**config.mk**
```make
export PLATFORM = sky130hd
export DESIGN_NAME = serializer_frame_ctrl
export DESIGN_NICKNAME = d
export VERILOG_FILES = /design/src/rtl/serializer_frame_ctrl.sv
export SDC_FILE = /design/constraint.sdc
export NUM_CORES = 1
export LEC_CHECK = 0
export CORE_MARGIN = 4
export CORE_UTILIZATION = 54
export DETAILED_ROUTE_END_ITERATION = 7
export PLACE_DENSITY = 0.92
export RECOVER_POWER = 50
export SYNTH_ARGS = -nofsm -noshare
export SYNTH_HDL_FRONTEND = slang
export SYNTH_SLANG_ARGS = --single-unit
```
**constraint.sdc**
```tcl
create_clock -name bitCK -period 5.2 [get_ports bitCK]
set_clock_uncertainty 0.1 [all_clocks]
set_input_delay 1.56 -clock bitCK [delete_from_list [all_inputs] [get_ports bitCK]]
set_output_delay 1.56 -clock bitCK [all_outputs]
set_load 0.02 [all_outputs]
```
**src/rtl/serializer_frame_ctrl.sv**
```systemverilog
// rtl/serializer_frame_ctrl.sv - frame controller feeding a parallel-load serializer: sync preamble then data/idle words
module serializer_frame_ctrl #(
    parameter int                   WORDWIDTH  = 8,
    parameter logic [WORDWIDTH-1:0] SYNC_WORD  = WORDWIDTH'(8'h3C),
    parameter logic [WORDWIDTH-1:0] IDLE_WORD  = WORDWIDTH'(8'hAA),
    parameter int                   SYNC_COUNT = 4
) (
    input  logic                 bitCK,
    input  logic                 reset,
    input  logic                 enable,
    input  logic                 start,
    input  logic                 stop,
    input  logic                 wordValid,
    input  logic [WORDWIDTH-1:0] wordData,
    output logic                 wordReady,
    output logic                 serEnable,
    output logic                 serLoad,
    output logic [WORDWIDTH-1:0] serDin,
    output logic                 busy,
    output logic [15:0]          dataCount,
    output logic [15:0]          idleCount
);

    localparam int             CW        = (WORDWIDTH > 1) ? $clog2(WORDWIDTH) : 1;
    localparam logic [CW-1:0]  CNT_MAX   = CW'(WORDWIDTH - 1);
    localparam logic [7:0]     SYNC_LAST = 8'(SYNC_COUNT - 1);

    typedef enum logic [1:0] {IDLE, SYNC, RUN} state_t;

    state_t        state;
    logic [CW-1:0] cnt;
    logic [7:0]    sync_cnt;
    logic          cnt_last;
    logic          word_take;

    assign cnt_last  = (cnt == CNT_MAX);
    assign serEnable = enable;
    assign busy      = (state != IDLE);
    assign serLoad   = enable && (state != IDLE) && cnt_last;
    assign wordReady = serLoad && (state == RUN) && !stop;
    assign word_take = wordReady && wordValid;

    always_comb begin
        serDin = IDLE_WORD;
        if (state == SYNC)
            serDin = SYNC_WORD;
        else if (state == RUN && word_take)
            serDin = wordData;
    end

    always_ff @(posedge bitCK) begin
        if (reset) begin
            state     <= IDLE;
            cnt       <= '0;
            sync_cnt  <= '0;
            dataCount <= '0;
            idleCount <= '0;
        end else if (enable) begin
            case (state)
                IDLE: begin
                    if (start) begin
                        state    <= SYNC;
                        cnt      <= '0;
                        sync_cnt <= '0;
                    end
                end
                SYNC: begin
                    cnt <= cnt_last ? '0 : cnt + 1'b1;
                    if (cnt_last) begin
                        // stop wins over the final-sync-word transition
                        if (stop) begin
                            state <= IDLE;
                        end else begin
                            sync_cnt <= sync_cnt + 8'd1;
                            if (sync_cnt == SYNC_LAST)
                                state <= RUN;
                        end
                    end
                end
                RUN: begin
                    cnt <= cnt_last ? '0 : cnt + 1'b1;
                    if (cnt_last && stop)
                        state <= IDLE;
                end
                default: begin
                    state <= IDLE;
                    cnt   <= '0;
                end
            endcase

            if (serLoad && word_take)
                dataCount <= dataCount + 16'd1;
            // filler loads in RUN, including the final load that carries stop
            if (serLoad && state == RUN && !word_take && idleCount != 16'hFFFF)
                idleCount <= idleCount + 16'd1;
        end
    end

endmodule

```
# Yosys cells after proc, flatten, opt, wreduce, memory -nomap -nowiden
# Index checks and enable logic that the tools add are counted.
[classes]
addsub = 4
eq_ne = 10
mux = 15
n_reduce_logical = 21
[op_table]
columns = ["cell", "count"]
rows = [
  ["two-way mux 8 bit", 5],
  ["adder 16 x 1 -> 16 bit (second input constant)", 2],
  ["inequality test 16 bit (second input constant)", 1],
  ["case mux 8 bit (2 select lines)", 1],
  ["logical AND 1 bit", 10],
  ["two-way mux 2 bit", 5],
  ["AND reduction 5 bit", 2],
  ["adder 8 x 1 -> 8 bit (second input constant)", 1],
  ["equality test 8 x 2 -> 1 bit (second input constant)", 1],
  ["two-way mux 3 bit", 2],
  ["inequality test 2 bit (second input constant)", 3],
  ["case mux 2 bit (3 select lines)", 1],
  ["case mux 3 bit (2 select lines)", 1],
  ["AND reduction 2 bit", 3],
  ["nonzero test 2 bit", 2],
  ["adder 3 x 1 -> 3 bit (second input constant)", 1],
  ["equality test 3 bit (second input constant)", 1],
  ["inequality test 3 x 2 -> 1 bit (second input constant)", 1],
  ["equality test 2 x 1 -> 1 bit (second input constant)", 1],
  ["equality test 2 bit (second input constant)", 1],
  ["zero test 1 bit", 2],
  ["zero test 2 bit", 1],
  ["inequality test 2 x 1 -> 1 bit (second input constant)", 1],
  ["OR reduction 2 bit", 1],
]
[word_totals]
output_inout_bits = 44
regBits = 45
input_bits = 14
elab_cells = 55

# Longest topological paths before layout
[logic_depth]
ltp_word = 10
depth_mapped = 8
depth_no_buf = 6

# Worst setup path before layout
# OpenSTA, ideal clock, no wires.
[synth_path]
path_kind = "input to output"
from = "in wordValid"
to = "out serDin[3]"
t_required_ns = 3.540
stages = 3
t_arrival_ns = 2.451
path_buffers = 0
setup_slack_ns = 1.089
cell_sequence = "nor2b_1 > nand2_1 > or3_1"
[synth_between]
elab_chain_len = 4
[synth_lines]
columns = ["item", "line", "rtl"]
rows = [
  ["start: declaration", "13", "input logic wordValid,"],
  ["logical AND 1 bit", "41", "assign word_take = wordReady && wordValid;"],
  ["logical AND 1 bit", "47", "else if (state == RUN && word_take)"],
  ["two-way mux 8 bit", "47", ""],
  ["two-way mux 8 bit", "45", "if (state == SYNC)"],
  ["end: declaration", "18", "output logic [WORDWIDTH-1:0] serDin,"],
]
# No other way between the ends.

# Final worst setup path
[layout_path]
from = "in enable"
to = "out serDin[3]"
[layout_between]
elab_chain_len = 8
[layout_lines]
columns = ["item", "line", "rtl"]
rows = [
  ["start: declaration", "10", "input logic enable,"],
  ["logical AND 1 bit (2 in series)", "39", "assign serLoad = enable && (state != IDLE) && cnt_last;"],
  ["logical AND 1 bit (2 in series)", "40", "assign wordReady = serLoad && (state == RUN) && !stop;"],
  ["logical AND 1 bit", "41", ""],
  ["logical AND 1 bit", "47", ""],
  ["two-way mux 8 bit", "47", ""],
  ["two-way mux 8 bit", "45", ""],
]
# No other way between the ends.

==> impl_metrics.py <==
metrics = {
    "sta": {
        "hold_ws_ns": 0.379,
        "grt_setup_unrepaired": "no",
        "setup-tns-final_ns": 0,
        "fin_crit_ns": 5.03,
        "hold_viol_final": 0,
        "worst_pin_slew_ns": 1.13,
        "drv_slew": 0,
        "timing.final.crit_share": 0.968,
        "max_freq_ghz": 0.199,
        "relSlewSlack": 0.247,
        "setup_viol": 0,
    },
    "clocking": {
        "htreeDepth": 2,
        "clock_path_buffers": 2,
        "post-cts-setup-buffers": 0,
        "clk_latency_ns": 0.30,
        "postCtsResizedCells": 0,
        "cts_hold_buf": 0,
        "cts-root-buf": "clkbuf_8",
        "cts.sinks": 45,
        "numCtsBuffers": 5,
        "clk_pin_slew_ns": 0.08,
        "tritoncts": "built",
    },
    "placement": {
        "dpl.hpwl_mm": 4.67,
        "gp_congestion": 0.801,
        "portBuffers": 57,
        "dpl-instance-area_um2": 3110,
    },
    "power_and_ir_drop": {
        "p_per_area_nw_per_um2": 215,
        "p_switching_uw": 159,
        "p_comb_frac": 0.100,
        "power_frac_seq": 0.503,
        "clkPwrFrac": 0.397,
        "switching_share": 0.230,
        "ir_worst_vdd_uv": 172,
        "p_leak_uw": 0.00118,
        "power.internal_uw": 532,
        "power_uw": 691,
    },
    "synthesis": {
        "synth_edf_count": 0,
        "ys_seq_elements": 45,
        "ys_types": 38,
        "yosysSeqAreaShare": 0.365,
        "synthArstFlopShare": 0,
        "syn_area_um2": 2460,
        "yosysWarnings": 0,
        "syn_inst": 300,
        "syn_avg_cell_area_um2": 8.22,
        "synthFlopType": "dfxtp_1",
        "synth_fp_nets": 323,
    },
    "setup_path": {
        "worst-setup-path-type": "primary input to primary output",
        "cp_max_fo": 5,
        "r2r-end": "idleCount[12]$_SDFFE_PP0P_",
        "timing.rr.start": "cnt[0]$_SDFFE_PP0P_",
        "setup.worst_path.start_class": "primary input",
        "r2r_cells": 7,
        "crit_path_start": "enable",
        "reg2reg_slack_ns": 2.53,
        "worstPathRequired_ns": 3.54,
        "critical_path_arrival_ns": 3.37,
        "critPathCapture": "serDin[3]",
        "crit_path_end_kind": "primary output",
    },
    "global_route": {
        "grt_pass1_vias": 2377,
        "grt_remaining_overflow": 0,
        "antenna_found_initial": 0,
        "grt_max_degree": 33,
        "grt_pass1_wl_mm": 10.4,
        "grt.total_usage": 0.231,
    },
    "finish": {
        "finish.utilization": 0.734,
        "fin_area_um2": 3220,
        "diodes": 0,
        "syn2layout_area_growth_pct": 30.6,
        "drive_gt1_frac": 0.0866,
        "nets": 380,
    },
    "die": {
        "fp-row-count": 24,
        "die_w_um": 75.6,
        "fp.dieArea_um2": 5710,
        "start_util": 0.562,
        "core_area_um2": 4380,
        "io_pins": 58,
        "die_h_um": 75.6,
    },
    "detailed_routing": {
        "vias": 2535,
        "drt_iter0_drc": 136,
        "wl_mm": 6.33,
        "drtPass1Iterations": 5,
        "drc": 0,
        "avgViaCountPerCell": 6.18,
        "drt.antenna.violating_nets": 0,
        "wire_per_inst_um": 15.4,
    },
    "job": {
        "maxCapViolations": 0,
    },
    "outcome": {
        "status": "complete, no violations",
    },
    "hold_path": {
        "hold_class": "flip-flop to flip-flop",
    },
}
-- layer usage --
metal / vias to the layer above / GRT usage / wire (um) / share of wire
li1: 1237 / - / - / -
met1: 1214 / 0.284 / 2720 / 0.43
met2: 73 / 0.395 / 3220 / 0.51
met3: 11 / 0.0488 / 283 / 0.045
met4: 0 / 0.0874 / 108 / 0.017
met5: - / 0 / 0 / 0
-- critical path: stages --
cell and delay, ns:
clkdlybuf4s50_1 0.57, and4b_1 0.25, nand2_1 0.13, or3_1 0.32
clkdlybuf4s50_1 0.54
-- metrics by stage --
step	cells	worst slack [ns]
floorplan	300	1.09
finish	410	0.166
CTS	410	0.175
global placement	402	0.227
detailed placement	402	0.185
global route	410	0.0900
-- cells in the mapped netlist, types with 7 or more instances --
| library cell | n | area (um2) |
|---|---|---|
| dfxtp_1 | 45 | 901 |
| a21oi_1 | 33 | 165 |
| nand2_1 | 29 | 109 |
| nor2_1 | 18 | 67.6 |
| o31ai_1 | 16 | 120 |
| or4_1 | 16 | 120 |
| nand3_1 | 15 | 75.1 |
| nand4_1 | 14 | 87.6 |
| or3_1 | 12 | 75.1 |
| clkbuf_1 | 11 | 41.3 |
| o21ai_0 | 11 | 55.1 |
| ha_1 | 9 | 113 |
| nor2b_1 | 9 | 56.3 |
| inv_1 | 7 | 26.3 |
| nor4_1 | 7 | 43.8 |
-- how the worst min path moves through the flow --
stage                               startpoint                         end  slack [ns]  depth (start not counted)
floorplan                  cnt[1]$_SDFFE_PP0P_         cnt[1]$_SDFFE_PP0P_        0.34                          2
global placement           cnt[2]$_SDFFE_PP0P_         cnt[2]$_SDFFE_PP0P_        0.34                          2
detailed placement    sync_cnt[1]$_SDFFE_PP0P_    sync_cnt[1]$_SDFFE_PP0P_        0.37                          2
CTS                   sync_cnt[1]$_SDFFE_PP0P_    sync_cnt[1]$_SDFFE_PP0P_        0.38                          2
global route        dataCount[15]$_SDFFE_PP0P_  dataCount[15]$_SDFFE_PP0P_        0.40                          2
finish                sync_cnt[1]$_SDFFE_PP0P_    sync_cnt[1]$_SDFFE_PP0P_        0.38                          2
-- cell type report --
cell class,count,area [um2]
fillers,327,1170
clock inverters,1,30.0
clock buffers,7,86.3
multi-input cells,232,1480
repair buffers,66,634
inverters,7,26.3
well taps,52,65.1
flip-flops and latches,45,901
-- flip-flops by register name, summed over array words and instances, names as in the netlist --
register	count
idleCount	16
cnt	3
sync_cnt	8
state	2
dataCount	16
-- cells by family after synthesis --
kind of cell	count (synthesis)	synth area share
buf+inv	23	0.0386
simple gates	146	0.344
flops	45	0.365
compound gates	65	0.158
fa+ha+maj	9	0.0457
xor+xnor	6	0.0213
mux	6	0.0274
-- placed cells by master (no fill, tap or decap), types with 2 or more instances in the layout --
cell and instances:
xnor2_1 3, xor2_1 3, nand2_1 29, o31ai_1 16, clkbuf_1 2, and4_1 4
a21oi_1 33, ha_1 9, nor2b_1 9, nor2_1 18, and2_1 2, o21ai_0 11
nand3_1 15, nor4_1 6, or4b_2 2, nand4_1 14, or3_1 12, inv_1 7
mux2_2 6, or4_1 16, clkdlybuf4s50_1 24, dfxtp_1 45, and3_1 5, clkbuf_8 6
or2_2 3, nor4b_1 2, dlygate4sd3_1 33, buf_4 8, nand2b_1 3
-- power groups by stage --
stage	clock [uW]	sequential (uW)	combinational (uW)
after floorplan	0	355	38.8
after global placement	0	355	66.6
after detailed placement	0	355	69.9
after CTS	277	347	70.1
after global routing	286	348	74.6
final	274	347	69.4
(Power assumes the default switching activity.)
